===== config.mk =====
export PLATFORM = sky130hd
export DESIGN_NAME = mitchell_antilog_flat
export DESIGN_NICKNAME = d
export VERILOG_FILES = /design/src/rtl/mitchell_antilog_if.sv /design/src/rtl/mitchell_antilog.sv /design/src/flat_wrapper.sv
export SDC_FILE = /design/constraint.sdc
export NUM_CORES = 1
export LEC_CHECK = 0
export BUFFER_PORTS_ARGS = -buffer_cell sky130_fd_sc_hd__buf_2
export CORE_ASPECT_RATIO = 1.25
export CORE_MARGIN = 3
export CORE_UTILIZATION = 60
export DETAILED_ROUTE_END_ITERATION = 10
export PLACE_DENSITY_LB_ADDON = 0.25
export SLEW_MARGIN = 20
export SYNTH_ARGS = -nofsm -noshare
export SYNTH_HDL_FRONTEND = slang
export SYNTH_SLANG_ARGS = --single-unit
export TNS_END_PERCENT = 50

===== constraint.sdc =====
create_clock -name clk -period 5.5 [get_ports clk]
set_input_delay 1.1 -clock clk [delete_from_list [all_inputs] [get_ports clk]]
set_output_delay 1.1 -clock clk [all_outputs]
set_load 0.01 [all_outputs]

===== src/rtl/mitchell_antilog_if.sv =====
// Log-word input and product output handshake bundle for the Mitchell antilog stage.
// The master side produces log words and consumes products; the slave side is the antilog block.
interface mitchell_antilog_if #(
    parameter int FRAC_W = 7,
    parameter int K_W    = 4,
    parameter int OUT_W  = 16
);
    logic              in_valid;
    logic              in_ready;
    logic [K_W-1:0]    in_k;
    logic [FRAC_W-1:0] in_frac;
    logic              in_zero;
    logic              out_valid;
    logic              out_ready;
    logic [OUT_W-1:0]  out_p;
    logic              out_sat;

    modport master (
        output in_valid, in_k, in_frac, in_zero, out_ready,
        input  in_ready, out_valid, out_p, out_sat
    );

    modport slave (
        input  in_valid, in_k, in_frac, in_zero, out_ready,
        output in_ready, out_valid, out_p, out_sat
    );
endinterface


===== src/rtl/mitchell_antilog.sv =====
// Mitchell antilog back-end: rebuilds (1.f) * 2^k through a 2-stage elastic valid/ready pipeline.
// Define MITCHELL_ANTILOG_ROUND_EN to round right shifts to nearest (ties up) instead of truncating.
module mitchell_antilog #(
    parameter int FRAC_W = 7,
    parameter int K_W    = 4,
    parameter int OUT_W  = 16
) (
    input logic               clk,
    input logic               rst_n,
    mitchell_antilog_if.slave bus
);
    localparam int M_W    = FRAC_W + 1;
    localparam int SH_W   = M_W + (1 << K_W);
    // A word at least one bit wider than OUT_W keeps the overflow test valid for any parameter set.
    localparam int CALC_W = (SH_W > OUT_W) ? SH_W : OUT_W + 1;
    localparam logic [CALC_W-1:0] ONE = CALC_W'(1);

    logic              s1_valid_q, s1_valid_d;
    logic [M_W-1:0]    s1_m_q, s1_m_d;
    logic [K_W-1:0]    s1_k_q, s1_k_d;
    logic              s1_zero_q, s1_zero_d;
    logic              out_valid_q, out_valid_d;
    logic [OUT_W-1:0]  out_p_q, out_p_d;
    logic              out_sat_q, out_sat_d;

    logic              s2_free;
    logic              s1_adv;
    logic              in_fire;
    logic [CALC_W-1:0] m_wide;
    logic [CALC_W-1:0] shifted;
    logic              over;

    // Readiness depends only on registered state and out_ready, never on in_valid.
    assign s2_free  = !out_valid_q || bus.out_ready;
    assign s1_adv   = s1_valid_q && s2_free;
    assign in_fire  = bus.in_valid && bus.in_ready;

    assign bus.in_ready  = !s1_valid_q || s2_free;
    assign bus.out_valid = out_valid_q;
    assign bus.out_p     = out_p_q;
    assign bus.out_sat   = out_sat_q;

    // NOTE: every signal gets a default at the top of a comb block so no path can infer a latch.
    always_comb begin
        s1_valid_d = s1_valid_q;
        s1_m_d     = s1_m_q;
        s1_k_d     = s1_k_q;
        s1_zero_d  = s1_zero_q;
        if (in_fire) begin
            s1_valid_d = 1'b1;
            s1_m_d     = {1'b1, bus.in_frac};
            s1_k_d     = bus.in_k;
            s1_zero_d  = bus.in_zero;
        end else if (s1_adv) begin
            s1_valid_d = 1'b0;
        end
    end

    always_comb begin
        m_wide  = CALC_W'(s1_m_q);
        shifted = '0;
        if (int'(s1_k_q) >= FRAC_W) begin
            shifted = m_wide << (int'(s1_k_q) - FRAC_W);
        end else begin
`ifdef MITCHELL_ANTILOG_ROUND_EN
            // Half an output LSB is added first; a carry out of m is kept in the wider word.
            m_wide = m_wide + (ONE << (FRAC_W - int'(s1_k_q) - 1));
`endif
            shifted = m_wide >> (FRAC_W - int'(s1_k_q));
        end
        over = |(shifted >> OUT_W);
    end

    always_comb begin
        out_valid_d = out_valid_q;
        out_p_d     = out_p_q;
        out_sat_d   = out_sat_q;
        if (s1_adv) begin
            out_valid_d = 1'b1;
            if (s1_zero_q) begin
                out_p_d   = '0;
                out_sat_d = 1'b0;
            end else if (over) begin
                out_p_d   = '1;
                out_sat_d = 1'b1;
            end else begin
                out_p_d   = shifted[OUT_W-1:0];
                out_sat_d = 1'b0;
            end
        end else if (bus.out_ready) begin
            out_valid_d = 1'b0;
        end
    end

    // NOTE: state registers use non-blocking assignments so every flop samples pre-edge values.
    always_ff @(posedge clk or negedge rst_n) begin
        if (!rst_n) begin
            s1_valid_q  <= 1'b0;
            s1_m_q      <= '0;
            s1_k_q      <= '0;
            s1_zero_q   <= 1'b0;
            out_valid_q <= 1'b0;
            out_p_q     <= '0;
            out_sat_q   <= 1'b0;
        end else begin
            s1_valid_q  <= s1_valid_d;
            s1_m_q      <= s1_m_d;
            s1_k_q      <= s1_k_d;
            s1_zero_q   <= s1_zero_d;
            out_valid_q <= out_valid_d;
            out_p_q     <= out_p_d;
            out_sat_q   <= out_sat_d;
        end
    end
endmodule


===== src/flat_wrapper.sv =====
// flat-port wrapper written by rule: the top's interface ports become plain ports
module mitchell_antilog_flat 
#(
    parameter int FRAC_W = 7,
    parameter int K_W    = 4,
    parameter int OUT_W  = 16
)
  (clk, rst_n, bus_in_valid, bus_in_k, bus_in_frac, bus_in_zero, bus_out_ready, bus_in_ready, bus_out_valid, bus_out_p, bus_out_sat);
  mitchell_antilog_if #(.FRAC_W(FRAC_W), .K_W(K_W), .OUT_W(OUT_W)) bus_i ();
  input logic clk;
  input logic rst_n;
  input wire logic [$bits(bus_i.in_valid)-1:0] bus_in_valid;
  input wire logic [$bits(bus_i.in_k)-1:0] bus_in_k;
  input wire logic [$bits(bus_i.in_frac)-1:0] bus_in_frac;
  input wire logic [$bits(bus_i.in_zero)-1:0] bus_in_zero;
  input wire logic [$bits(bus_i.out_ready)-1:0] bus_out_ready;
  output wire logic [$bits(bus_i.in_ready)-1:0] bus_in_ready;
  output wire logic [$bits(bus_i.out_valid)-1:0] bus_out_valid;
  output wire logic [$bits(bus_i.out_p)-1:0] bus_out_p;
  output wire logic [$bits(bus_i.out_sat)-1:0] bus_out_sat;
  assign bus_i.in_valid = bus_in_valid;
  assign bus_i.in_k = bus_in_k;
  assign bus_i.in_frac = bus_in_frac;
  assign bus_i.in_zero = bus_in_zero;
  assign bus_i.out_ready = bus_out_ready;
  assign bus_in_ready = bus_i.in_ready;
  assign bus_out_valid = bus_i.out_valid;
  assign bus_out_p = bus_i.out_p;
  assign bus_out_sat = bus_i.out_sat;
  mitchell_antilog #(.FRAC_W(FRAC_W), .K_W(K_W), .OUT_W(OUT_W)) u_core (.clk(clk), .rst_n(rst_n), .bus(bus_i));
endmodule

---- After elaboration in Yosys (flattened, before gate mapping) ----
Cells that the tools add are included.
cells by class
  shift operators ......................... 2
  add/sub/neg operators ................... 2
  reductions and logical operators ........ 9
  order comparisons ....................... 1
  mux-type cells .......................... 9
operator list
  kind                                                                   number
  16-bit two-way mux                                                     2
  8-bit by 32-bit left shift with 24-bit output                          1
  8-bit by 32-bit right shift with 24-bit output                         1
  24-bit two-way mux                                                     1
  8-bit OR reduction                                                     1
  1-bit two-way mux                                                      6
  3-bit by 4-bit subtractor with 5-bit output, first input constant      1
  4-bit by 3-bit subtractor with 5-bit output, second input constant     1
  4-bit by 3-bit >= comparator with 1-bit output, second input constant  1
  2-bit nonzero test                                                     2
  1-bit logical AND                                                      2
  1-bit zero test                                                        2
  1-bit logical OR                                                       2
storage, ports and cells
  bits of input ports ..................... 16
  register bits after elaboration ......... 32

---- Logic depth before layout (Yosys ltp) ----
  depth after elaboration ................. 6
  mapped depth ............................ 9
  gate-level depth less buffers ........... 7

---- Worst setup path before layout ----
No wires, ideal clock.
  kind .................................... input to register
  start ................................... in bus_out_ready
  end ..................................... reg u_core.out_p_q[9] (netlist: u_core.bus.out_p[9])
  data required time ...................... 5.413 ns
  library setup time ...................... 0.087 ns
  data arrival time ....................... 2.470 ns
  stages .................................. 8
  setup slack ............................. 2.943 ns
  cells stage by stage .................... nand2b_1 > nand2_1 > or2_0 > clkbuf_1 > or3_1 > a41o_1 > buf_2 > o211ai_1
between the ends
  word-level cells in the longest chain between the ends .. 2
RTL lines
  what                  RTL line                 source
  start, declared       flat_wrapper.sv:16       input wire logic [$bits(bus_i.out_ready)-1:0] bus_out_ready;
  1-bit logical OR      mitchell_antilog.sv:34   assign s2_free = !out_valid_q || bus.out_ready;
  1-bit logical AND     mitchell_antilog.sv:35   assign s1_adv = s1_valid_q && s2_free;
  end signal, assigned  mitchell_antilog.sv:111  out_p_q <= out_p_d;
  end, declared         mitchell_antilog.sv:23   logic [OUT_W-1:0] out_p_q, out_p_d;
Every way passes these cells.
A chain may end at the register's enable or synchronous reset.

---- Final worst setup path ----
  start ................................... reg u_core.s1_k_q[0]
  end ..................................... reg u_core.out_p_q[6] (netlist: u_core.bus.out_p[6])
between the ends
  word-level cells in the longest chain between the ends .. 6
  elaborated cells between the ends (all ways) .. 9
  those cells by class .................... add/sub (2); order compare (1); shift (2); mux (3); reduce/logical (1)
RTL lines
  what                                                                                                                    RTL line                                        source
  start, declared                                                                                                         mitchell_antilog.sv:20                          logic [K_W-1:0] s1_k_q, s1_k_d;
  start signal, assigned                                                                                                  mitchell_antilog.sv:108                         s1_k_q <= s1_k_d;
  3-bit by 4-bit subtractor with 5-bit output / 4-bit by 3-bit subtractor with 5-bit output (equally long branches)       mitchell_antilog.sv:69, mitchell_antilog.sv:63
  8-bit by 32-bit right shift with 24-bit output / 8-bit by 32-bit left shift with 24-bit output (equally long branches)  mitchell_antilog.sv:69, mitchell_antilog.sv:63
  24-bit two-way mux (*)                                                                                                  mitchell_antilog.sv:62                          if (int'(s1_k_q) >= FRAC_W) begin
  8-bit OR reduction                                                                                                      mitchell_antilog.sv:71                          over = |(shifted >> OUT_W);
  16-bit two-way mux (*)                                                                                                  mitchell_antilog.sv:83                          end else if (over) begin
  16-bit two-way mux (*)                                                                                                  mitchell_antilog.sv:80                          if (s1_zero_q) begin
Mark *: on every way between the ends. The rest lies on a longest branch, timed or not.

==> flow_summary_export.csv <==
group,metric,value,unit
outcome,outcome,"complete, no violations",
pwr,vdd_ir_drop_max,290,uV
global_route,grt_pass1_wl,8160,um
clock_network,cts_root_buf,"clkbuf_8",
logic_synthesis,yosysWarnings,0,
drt,wl_per_cell,17.4,um
clock_network,postCtsResizedCells,0,
timing,fin_setup_tns,0,ns
placement,dpl.hpwl,3560,um
critical_path,worstSetupEndpointType,"register",
final_layout,area_growth,10.4,%
logic_synthesis,synth_edf_count,0,
timing,relSlewSlack,40.0,%
global_route,grt_util_all_layers,24.6,%
pwr,leakage,1.04,nW
pwr,powerDensity,378,mW/mm^2
logic_synthesis,synth_area,0.00215,mm^2
placement,port-buffer-count,34,
timing,fin_crit,3.33,ns
critical_path,worst-setup-path-type,"register to register",
logic_synthesis,synthTopCellsByCount,"dfrtp_1, nand2_1, mux2_2",
placement,preCtsSetupSlack,2.20,ns
timing,rsz0062_at_grt,"no",
drt,drcViolationCount,0,
timing,fmax,0.300,GHz
job,drv_cap,0,
logic_synthesis,yosys.area.top_type,"dfrtp_1",
logic_synthesis,yosysUniqueCellTypes,57,
timing,tightest_slew,0.900,ns
floorplanning,pin_count,35,
logic_synthesis,ys_ff_latch,32,
floorplanning,die_h,72.9,um
logic_synthesis,synth_area_per_cell,10.1,um^2
logic_synthesis,synth_top_area_share,37.2,%
clock_network,htreeDepth,2,
global_route,grt_pass1_vias,1776,
timing,skew,0.00367,ns
final_layout,n_antenna_cell,0,
logic_synthesis,ys_seq_area_share,37.2,%
logic_synthesis,yosysMostFrequentCell,"dfrtp_1",
clock_network,cts_sinks,32,
final_layout,finalNetCount,257,
global_route,antenna_found_initial,0,
drt,antenna_left,0,
critical_path,crit_arrival,3.45,ns
timing,hold_viol_final,0,
drt,vias,1815,
timing,fin_ws,2.17,ns
clock_network,post_cts_buffers,0,
final_layout,final_cell_area,0.00237,mm^2
drt,wl,4840,um
critical_path,path_max_fanout,26,
drt,viasPerCell,6.53,
placement,post_dp_cell_area,0.00228,mm^2
timing,finalCritPeriodShare,60.5,%
logic_synthesis,syn-num-nets,231,
timing,setup_viol,0,
clock_network,hold_buffers,0,
logic_synthesis,async_flop_share,100,%
clock_network,cts_inserted_buffers,5,
clock_network,tritoncts,"yes",
placement,place.gp.congestion,0.954,
logic_synthesis,synth_flop_cell,"dfrtp_1",
timing,slew_viol_final,0,
floorplanning,die_area,0.00434,mm^2
global_route,grt_max_degree,33,
floorplanning,initial_core_util,65.0,%
final_layout,final_layout_size_suffix_gt1_share,29.5,%
clock_network,clk_path_buf_depth,2,
critical_path,critPathLaunchType,"register",
clock_network,clk_pin_slew,0.06,ns
drt,first_pass_iters,5,
logic_synthesis,syn_inst,214,
floorplanning,die_w,59.6,um
floorplanning,core-area,0.00331,mm^2
hold_path,holdCritPathClass,"register to register",
floorplanning,rows,23,
global_route,grt-ovfl-total,0,
critical_path,cp.required,5.62,ns
logic_synthesis,synth_area_leaders,"dfrtp_1, mux2_2, mux2i_1, nand2_1, o211ai_1",
clock_network,clk_latency,0.28,ns
drt,dr.first_iter.drc_count,151,
-- worst paths after layout --
path | cells after the start | start | endpoint | slack [ns]
setup / recovery | 6 | u_core.s1_k_q[0] | u_core.bus.out_p[6] | 2.17
hold / removal | 2 | u_core.bus.out_sat | u_core.bus.out_sat | 0.47
setup reg to reg | 6 | u_core.s1_k_q[0] | u_core.bus.out_p[6] | 2.17
hold reg to reg | 2 | u_core.bus.out_sat | u_core.bus.out_sat | 0.47
max in group asynchronous | 1 | rst_n | u_core.s1_m_q[5] | 4.21
min in group asynchronous | 1 | rst_n | u_core.bus.out_p[6] | 0.85
-- cells by family (layout without fill, tap and decap cells) --
group           count (synthesis)  in the layout  share of synthesized area, %
xor+xnor                        4              4                          3.37
flops                          32             32                          37.2
mux                            29             29                          15.2
simple gates                   76             76                          18.8
fa+ha+maj                       1              1                         0.582
compound gates                 55             55                          20.6
buf+inv                        17             44                          4.25
-- power by group --
group | internal [mW] | switching [mW]
Combinational | 0.160 | 0.204
Clock | 0.102 | 0.0801
Sequential | 0.287 | 0.0636
-- per-layer routing --
layer	part of all wire [%]	up-vias	GRT usage, %
met5	0	-	0
met4	2.9	0	10.8
met3	6.6	13	4.60
met2	49	84	40.5
met1	41	855	31.0
li1	-	863	-
-- state kept, by name, indices dropped and copies added (netlist names) --
register              count
u_core.bus.out_p         16
u_core.s1_m_q             8
u_core.bus.out_valid      1
u_core.bus.out_sat        1
u_core.s1_valid_q         1
u_core.s1_zero_q          1
u_core.s1_k_q             4
-- cells in the final DEF (no fill, tap or decap), drive strengths merged, types with 3 or more instances in the layout --
cell    count
nor2       17
a22oi       6
dfrtp      32
nand3       7
nand2b      7
o211ai      8
a21oi       9
nand2      18
mux2i      13
a211oi      4
nor2b       3
buf        34
a32oi       5
nor3       11
clkbuf      8
mux2       16
o311ai      3
nand3b      3
-- worst max-delay path: stages, from the launching register on --
cell and delay [ns]:
dfrtp_1 0.93, ha_1 0.57, inv_1 0.39, nor2_1 0.10, o311ai_1 0.45, a41o_1 0.51
o311ai_0 0.21
-- final cells by class --
| class | instances | area, um^2 |
|---|---|---|
| fill | 260 | 936 |
| inverter | 2 | 7.51 |
| timing repair buffer | 34 | 170 |
| sequential | 32 | 801 |
| tap | 37 | 46.3 |
| clock buffer | 8 | 90.1 |
| multi-input combinational | 165 | 1260 |
-- through the flow --
step	hold WS [ns]	std cells	total power [mW]	utilization [%]
2_1_floorplan	0.457	214	0.617	-
3_3_place_gp	0.459	270	0.706	69.0
3_5_place_dp	0.458	270	0.713	69.0
4_1_cts	0.473	278	0.898	71.7
5_1_grt	0.497	278	0.956	71.7
6_report	0.468	278	0.898	71.7
Power figures use the tool's default switching activity.
